$ cat config.mk
export PLATFORM = sky130hd
export DESIGN_NAME = mult_div_unit
export DESIGN_NICKNAME = d
export VERILOG_FILES = /design/src/rtl/mult_div_unit.sv
export SDC_FILE = /design/constraint.sdc
export NUM_CORES = 1
export LEC_CHECK = 0
export ABC_AREA = 1
export CAP_MARGIN = 15
export CORE_MARGIN = 4
export CORE_UTILIZATION = 50
export CTS_CLUSTER_DIAMETER = 120
export CTS_CLUSTER_SIZE = 25
export DETAILED_ROUTE_END_ITERATION = 8
export PLACE_DENSITY_LB_ADDON = 0.1
export SYNTH_ARGS = -nofsm -noshare
export SYNTH_HDL_FRONTEND = slang
export SYNTH_SLANG_ARGS = --single-unit
$ cat constraint.sdc
create_clock -name clk -period 2.5 [get_ports clk]
set_input_delay 0.5 -clock clk [delete_from_list [all_inputs] [get_ports clk]]
set_output_delay 0.5 -clock clk [all_outputs]
set_load 0.05 [all_outputs]
$ cat src/rtl/mult_div_unit.sv
// Iterative signed 32x32 multiply and 32/32 divide, one iteration per cycle.
// Results land in HI/LO; a divide by zero is flagged without touching them.
module mult_div_unit #(
    parameter int ITER = 32
) (
    input  logic        clk,
    input  logic        rst,
    input  logic        start_mult,
    input  logic        start_div,
    input  logic [31:0] op_a,
    input  logic [31:0] op_b,
    output logic [31:0] hi,
    output logic [31:0] lo,
    output logic        busy,
    output logic        done,
    output logic        div_zero
);

    localparam int CW = $clog2(ITER);
    localparam logic [CW-1:0] LAST = CW'(ITER - 1);

    typedef enum logic [1:0] {IDLE, CALC, FINISH} state_t;

    state_t        state;
    state_t        state_next;
    logic [CW-1:0] count;
    logic          fix_stage;
    logic          is_div;
    logic          dz;
    logic          neg_res;
    logic          neg_rem;
    logic [63:0]   acc;
    logic [63:0]   mcand;
    logic [31:0]   mplier;
    logic [31:0]   rem;
    logic [31:0]   quo;
    logic [31:0]   divisor;
    logic [31:0]   res_hi;
    logic [31:0]   res_lo;

    logic          accept_mult;
    logic          accept_div;
    logic          accept_dz;
    logic          commit;
    logic [31:0]   mag_a;
    logic [31:0]   mag_b;
    logic [32:0]   shifted;
    logic [32:0]   diff;
    logic          ge;
    logic [63:0]   prod_fix;
    logic [31:0]   quo_fix;
    logic [31:0]   rem_fix;

    // A simultaneous multiply request wins; divide with zero divisor skips CALC.
    assign accept_mult = (state == IDLE) && start_mult;
    assign accept_div  = (state == IDLE) && !start_mult && start_div && (op_b != 32'd0);
    assign accept_dz   = (state == IDLE) && !start_mult && start_div && (op_b == 32'd0);

    assign mag_a = op_a[31] ? (~op_a + 32'd1) : op_a;
    assign mag_b = op_b[31] ? (~op_b + 32'd1) : op_b;

    assign shifted = {rem, quo[31]};
    assign diff    = shifted - {1'b0, divisor};
    assign ge      = !diff[32];

    assign prod_fix = neg_res ? (~acc + 64'd1) : acc;
    assign quo_fix  = neg_res ? (~quo + 32'd1) : quo;
    assign rem_fix  = neg_rem ? (~rem + 32'd1) : rem;

    always_ff @(posedge clk) begin
        if (rst) state <= IDLE;
        else     state <= state_next;
    end

    always_comb begin
        state_next = state;
        case (state)
            IDLE: begin
                if (accept_mult || accept_div) state_next = CALC;
                else if (accept_dz)            state_next = FINISH;
            end
            CALC:    if (count == LAST) state_next = FINISH;
            FINISH:  if (fix_stage)     state_next = IDLE;
            default: state_next = IDLE;
        endcase
    end

    always_comb begin
        busy   = (state != IDLE);
        commit = (state == FINISH) && fix_stage;
    end

    // FINISH first registers the sign-corrected result, then commits it to HI/LO.
    always_ff @(posedge clk) begin
        if (rst) begin
            count     <= '0;
            fix_stage <= 1'b0;
            is_div    <= 1'b0;
            dz        <= 1'b0;
            neg_res   <= 1'b0;
            neg_rem   <= 1'b0;
            acc       <= '0;
            mcand     <= '0;
            mplier    <= '0;
            rem       <= '0;
            quo       <= '0;
            divisor   <= '0;
            res_hi    <= '0;
            res_lo    <= '0;
            hi        <= '0;
            lo        <= '0;
            done      <= 1'b0;
            div_zero  <= 1'b0;
        end else begin
            done     <= commit;
            div_zero <= commit && dz;
            case (state)
                IDLE: begin
                    fix_stage <= 1'b0;
                    count     <= '0;
                    if (accept_mult || accept_div) begin
                        is_div  <= accept_div;
                        dz      <= 1'b0;
                        neg_res <= op_a[31] ^ op_b[31];
                        neg_rem <= op_a[31];
                        acc     <= '0;
                        mcand   <= {32'd0, mag_a};
                        mplier  <= mag_b;
                        rem     <= '0;
                        quo     <= mag_a;
                        divisor <= mag_b;
                    end else if (accept_dz) begin
                        dz <= 1'b1;
                    end
                end
                CALC: begin
                    count <= count + CW'(1);
                    if (is_div) begin
                        rem <= ge ? diff[31:0] : shifted[31:0];
                        quo <= {quo[30:0], ge};
                    end else begin
                        if (mplier[0]) acc <= acc + mcand;
                        mcand  <= {mcand[62:0], 1'b0};
                        mplier <= {1'b0, mplier[31:1]};
                    end
                end
                FINISH: begin
                    if (!fix_stage) begin
                        fix_stage <= 1'b1;
                        res_hi    <= is_div ? rem_fix : prod_fix[63:32];
                        res_lo    <= is_div ? quo_fix : prod_fix[31:0];
                    end else begin
                        fix_stage <= 1'b0;
                        if (!dz) begin
                            hi <= res_hi;
                            lo <= res_lo;
                        end
                    end
                end
                default: fix_stage <= 1'b0;
            endcase
        end
    end

endmodule
==> impl_metrics.ini, run 1 <==
[status]
status = finished clean

[finish]
drive_gt1_share_pct = 7.909
utilization_pct = 58.95
regArea_mm2 = 0.007985
antenna_cells = 0
areaGrowthSynthToFinish_pct = 16.15
n_fill_cell = 6081
nNetsFinal = 5559
final_cell_area_mm2 = 0.03414
multi_input_area_mm2 = 0.01812

[route]
wire_per_inst_um = 17.78
drc = 0
totalWireLength_um = 109400
vias = 33370
drt_iter0_drc = 3163
viasPerCell = 5.425
drtPass1Iterations = 6
ant_nets = 0

[hold_path]
holdPathEnd = mplier[2]$_SDFFE_PP0P_
whs_path_depth = 2
hold_start = rst
hold_path_class = input pin to flip-flop

[setup_path]
r2r-end = acc[54]$_SDFFE_PP0P_
r2r_cells = 15
worstPathMaxFanout = 4
required_ns = 2.92
crit_path_start_kind = flip-flop
cp-end-kind = flip-flop
crit_type = flip-flop to flip-flop
reg2reg_slack_ns = 0.08
r2r_start = acc[1]$_SDFFE_PP0P_
arrival_ns = 2.83

[global_routing]
grt_busiest_layer = met2
antenna_found_initial = 2
grt_max_degree = 101
grtUsageMet1_pct = 46.39
use_met3_pct = 3.458
grt_pass1_wl_um = 167600
grt_util_all_layers_pct = 33.27
grt-ovfl-total = 0
grt_pass1_vias = 29930
met2_usage_pct = 54.10

[placed_design]
dp_hpwl_um = 87790
gp_congestion = 0.9878
post-place-ws_ns = -0.3587
io_buffers = 134
dpl-instance-area_mm2 = 0.03325

[pwr]
power_per_cell_area_mw_per_mm2 = 556.5
vdd_drop_max_uv = 544.9
leakagePower_nw = 17.13

[clock_tree]
ctsHoldBuffers = 0
cts_buffers = 19
htree_levels = 1
root_buffer = clkbuf_16
clkLatencyLatePin_ns = 0.56
cts.sinks = 398
cts_tree = done
cts_buffer_depth = 3
cts.clk_slew.worst_paths_ns = 0.10

[die]
die_w_um = 250.5
ioPinCount = 135
core_mm2 = 0.05792
rows = 88
dieArea_mm2 = 0.06273
die_h_um = 250.5
initial_utilization_pct = 50.75

[synth]
yosysWarningCount = 0
netlist_instances = 5143
synth_cell_types = 49
yosysSeqAreaShare_pct = 27.11
syn_area_per_cell_um2 = 5.715
syn-cell-area_mm2 = 0.02939
synth_fp_nets = 5315
ys_async_sr_fraction_pct = 0
synth_edf_count = 0
synth-main-ff-cell = dfxtp_1
ys_ff_latch = 398

[timing]
report.final.slew_viol_count = 0
fin_skew_ns = 0.02377
setup_violations = 0
finalCriticalPeriod_ns = 2.416
fin_crit_sh_pct = 96.62
hold_viol = 0
fin_ws_ns = 0.08446
tightest_slew_ns = 0.6403
fmax_ghz = 0.4140
relSlewSlack_pct = 57.27

[run]
cap_violations = 0
timing repair:
item                                    4_1_cts  5_1_grt
buffers inserted                              0        3
pin swaps                                     0       11
endpoints found under the setup margin       23       85
resized for setup                             5       99
cloned                                        1        0
hold endpoints to repair                      0        0
where the power goes:
part           internal, W  total (W)  switching [W]
Clock              0.00141    0.00352        0.00211
Combinational      0.00265    0.00778        0.00513
Sequential         0.00701    0.00770       0.000689
Total               0.0111     0.0190        0.00793
synthesized netlist by cell type, types with 23 or more instances:
| cell type | number | area share [%] |
|---|---|---|
| nand3b_1 | 29 | 0.74 |
| nand4_1 | 53 | 1.1 |
| nor2_1 | 551 | 7.0 |
| clkbuf_1 | 119 | 1.5 |
| xor2_1 | 23 | 0.69 |
| dfxtp_1 | 398 | 27 |
| o21ai_0 | 407 | 6.9 |
| a31oi_1 | 64 | 1.4 |
| inv_1 | 756 | 9.7 |
| nand3_1 | 403 | 6.9 |
| nand2_1 | 1572 | 20 |
| ha_1 | 102 | 4.3 |
| a21oi_1 | 404 | 6.9 |
| buf_2 | 49 | 0.83 |
| nor3_1 | 53 | 0.90 |
layout by cell type, fill, tap and decap left out, types with 7 or more instances in the layout:
master,netlist,final
buf_4,5,257
clkbuf_16,0,19
o211ai_1,14,14
nor3_1,53,52
buf_12,0,21
o21ai_0,407,403
nor2_2,5,22
ha_1,102,84
nor4_1,7,7
nand3b_1,29,29
ha_2,0,11
inv_1,756,753
o21bai_1,12,12
a31oi_1,64,64
dfxtp_1,398,384
nand2_2,6,14
nand3_1,403,390
clkdlybuf4s50_1,0,132
nand4_1,53,53
or2_2,9,9
nand3_2,3,15
a21oi_1,404,398
nand2_1,1572,1559
xor2_1,23,23
o21ai_1,6,10
nor2_1,551,530
ha_4,0,7
dfxtp_2,0,14
o31ai_1,7,7
xnor2_1,19,19
o21a_1,7,7
cell families after synthesis:
logic type	Yosys count	synth area share, %
XOR/XNOR	42	1.251
AO/OA/AOI/OAI	943	16.93
AND/OR/NAND/NOR	2701	37.71
buffers and inverters	955	12.52
adder cells (fa/ha/maj)	104	4.478
flip-flops	398	27.11
per-layer routing:
metal  share of wire (%)  vias to the layer above
met5               0.027                        -
met4                 4.0                        4
met3                 6.8                      184
met2                  45                     1128
met1                  45                    15170
li1                    -                    16880
area by class of cell:
type,instances,share of cell area [%]
inverter,764,8.426
timing repair buffer,414,10.88
sequential,398,23.39
multi-input combinational,3790,53.07
clock buffer,20,1.433
tap,765,2.804
metrics by stage:
stage / instances / hold slack [ns] / total power [W] / setup TNS (ns)
6_report: 6151 / 0.2425 / 0.01900 / 0
5_1_grt: 6151 / 0.2366 / 0.02015 / -0.1665
4_1_cts: 6148 / 0.2175 / 0.01870 / 0
3_5_place_dp: 6127 / 0.4433 / 0.01525 / -52.06
3_3_place_gp: 6127 / 0.4401 / 0.01517 / -31.87
2_1_floorplan: 5143 / 0.4268 / 0.01245 / 0
worst max-delay path by stage:
| stage | start | to | cells after the start | slack [ns] |
|---|---|---|---|---|
| 5_1_grt | quo[31]$_SDFFE_PP0P_ | rem[16]$_SDFFE_PP0P_ | 17 | -0.03 |
| 3_5_place_dp | op_b[0] | acc[20]$_SDFFE_PP0P_ | 12 | -0.36 |
| 2_1_floorplan | quo[31]$_SDFFE_PP0P_ | rem[7]$_SDFFE_PP0P_ | 18 | 0.19 |
| 3_3_place_gp | op_b[0] | acc[5]$_SDFFE_PP0P_ | 12 | -0.27 |
| 4_1_cts | quo[31]$_SDFFE_PP0P_ | rem[9]$_SDFFE_PP0P_ | 17 | 0.004 |
| 6_report | acc[1]$_SDFFE_PP0P_ | acc[54]$_SDFFE_PP0P_ | 15 | 0.08 |
critical path, stage by stage (launching register included):
cell and delay, ns:
dfxtp_1 0.35, inv_1 0.10, buf_4 0.15, fa_1 0.46, nor2_2 0.13, nand2_1 0.06
nand3_1 0.09, buf_4 0.13, nand2_1 0.05, nand3b_1 0.21, buf_4 0.15, nand2_1 0.09
nand3_1 0.09, nand2_1 0.05, nand3_1 0.11, a21oi_1 0.07
sequential cells by signal (all words and copies together) (netlist names), 32 cells and up:
signal	count
mcand	64
rem	32
hi	32
res_hi	32
lo	32
res_lo	32
quo	32
acc	64
mplier	32
divisor	32
No activity file was read; power rests on OpenSTA's default activity.
==> run 2, diff against run 1 <==
CORE_MARGIN = default   (was 4)
GPL_ROUTABILITY_DRIVEN = 1   (was default)
GPL_TIMING_DRIVEN = 0   (was default)
==> impl_metrics.ini, run 2 (synthesis results as in run 1) <==
[placed_design]
io_buffers = 132
dpl-instance-area_mm2 = 0.03167
dp_cells = 6040
dp_hpwl_um = 102800
gp_congestion = 1.049

[global_routing]
grt_pass1_vias = 30370
grt-ovfl-total = 0
grt_pass1_wl_um = 185900
grt_max_degree = 26
grt_util_all_layers_pct = 41.05
antenna_found_initial = 3

[timing]
fmax_ghz = 0.3953
fin_skew_ns = 0.04238
tightest_slew_ns = 1.225
hold_viol = 0
report.final.slew_viol_count = 0
grt_setup_unrepaired = yes
fin_ws_ns = -0.02972
relSlewSlack_pct = 18.32
setup_violations = 1
holdWs_ns = 0.4592
finalCriticalPeriod_ns = 2.530
fin_crit_sh_pct = 101.2

[finish]
n_fill_cell = 6155
layout.cells.non_filler = 6094
nNetsFinal = 5496
reg.largest.list = acc (64), mcand (64)
final_cell_mix = nand2_1 (1,547), inv_1 (750), nor2_1 (527)
utilization_pct = 57.28
areaGrowthSynthToFinish_pct = 12.86
mostFrequentLayoutCell = nand2_1
final_cell_area_mm2 = 0.03317
drive_gt1_share_pct = 5.838

[route]
totalWireLength_um = 126900
vias = 34500
drtPass1Iterations = 8
ant_nets = 0
viasPerCell = 5.662
drt_iter0_drc = 4449
drc = 0
wire_per_inst_um = 20.82

[pwr]
leakagePower_nw = 16.38
power_per_cell_area_mw_per_mm2 = 593.9
vdd_drop_max_uv = 461.5

[run]
cap_violations = 0

[clock_tree]
cts.clk_slew.worst_paths_ns = 0.10
cts_buffers = 20
cts.sinks = 398
clkLatencyLatePin_ns = 0.61
root_buffer = clkbuf_16
htree_levels = 1
cts_tree = done
ctsHoldBuffers = 0
cts_buffer_depth = 3

[setup_path]
path_buf_inv = 3
r2r_cells = 7
crit_type = flip-flop to flip-flop
cp-end-kind = flip-flop
critPathSlowestCell = clkbuf_1
cpLargestDelayFamily = buffers and inverters
required_ns = 3.04
r2r_start = is_div$_SDFFE_PP0P_
critPathMaxStageDelay_ns = 0.71
r2r-end = res_hi[21]$_SDFFE_PP0P_
crit_path_start_kind = flip-flop
reg2reg_slack_ns = -0.03
arrival_ns = 3.07
worstPathMaxFanout = 10
cp_cell_sequence = inv_1, clkbuf_1, clkbuf_1, o21ai_0, a21oi_1, nor2_1, nor2_1

[status]
violations = setup timing
status = finished with violations

[die]
ioPinCount = 135
core_mm2 = 0.05792
die_w_um = 244.5
rows = 88
die_h_um = 244.5
initial_utilization_pct = 50.75
dieArea_mm2 = 0.05976

[hold_path]
holdPathEnd = mplier[7]$_SDFFE_PP0P_
whs_path_depth = 2
hold_start = mplier[7]$_SDFFE_PP0P_
hold_path_class = flip-flop to flip-flop
## run 2: cell count changes in the layout (fill, tap and decap cells not counted), sizes merged
cell and change:
buf -189, clkbuf +128, clkdlybuf4s50 -1, inv +3, diode +2
## run 2: what timing repair did
item	CTS	global route
setup buffers	4	20
gates resized for setup	76	175
pin swaps	5	19
cloned	0	3
setup endpoints to repair	333	213
## run 2: worst max-delay path by stage
stage	from	endpoint	slack, ns	cells after the start
2_1_floorplan	quo[31]$_SDFFE_PP0P_	rem[7]$_SDFFE_PP0P_	0.19	18
3_3_place_gp	op_b[0]	mcand[56]$_SDFFE_PP0P_	-0.96	12
3_5_place_dp	op_b[0]	mcand[57]$_SDFFE_PP0P_	-0.98	12
4_1_cts	acc[0]$_SDFFE_PP0P_	acc[60]$_SDFFE_PP0P_	0.003	15
5_1_grt	rem[27]$_SDFFE_PP0P_	rem[26]$_SDFFE_PP0P_	-0.06	13
6_report	is_div$_SDFFE_PP0P_	res_hi[21]$_SDFFE_PP0P_	-0.03	7
## run 2: worst register-to-register path, cell delays in order (launching register included)
cell      delay, ns
dfxtp_1        0.38
inv_1          0.09
clkbuf_1       0.57
clkbuf_1       0.72
o21ai_0        0.20
a21oi_1        0.33
nor2_1         0.07
nor2_1         0.10
## run 2: report_power, final
| group | total, W | switching (W) | internal [W] |
|---|---|---|---|
| sequential | 0.00775 | 0.000749 | 0.00700 |
| clock | 0.00388 | 0.00235 | 0.00152 |
| combinational | 0.00808 | 0.00576 | 0.00232 |
| total | 0.0197 | 0.00886 | 0.0108 |
## run 2: through the flow
step	worst slack [ns]	setup TNS (ns)	total power, W
5_1_grt	-0.06378	-0.5336	0.02051
2_1_floorplan	0.1937	0	0.01245
3_3_place_gp	-0.9589	-199.40	0.01522
3_5_place_dp	-0.9760	-196.85	0.01525
4_1_cts	0.002737	0	0.01910
6_report	-0.02972	-0.02972	0.01970
## run 2: cell type report
cell class,instances,area (um2),area share [%]
diodes,2,5.005,0.01509
plain buffers,191,888.4,2.678
clock buffers,22,518.0,1.562
clock inverters,3,41.29,0.1245
inverters,764,2870,8.653
multi-input cells,3790,18280,55.11
flip-flops and latches,398,8031,24.21
well taps,765,957.2,2.885
repair buffers,159,1580,4.764
## run 2: per-layer routing
metal / part of all wire (%) / GRT usage [%]
met1: 42 / 56.29
met2: 42 / 63.48
met3: 10 / 5.487
met4: 5.6 / 19.38
met5: 0.0063 / 0
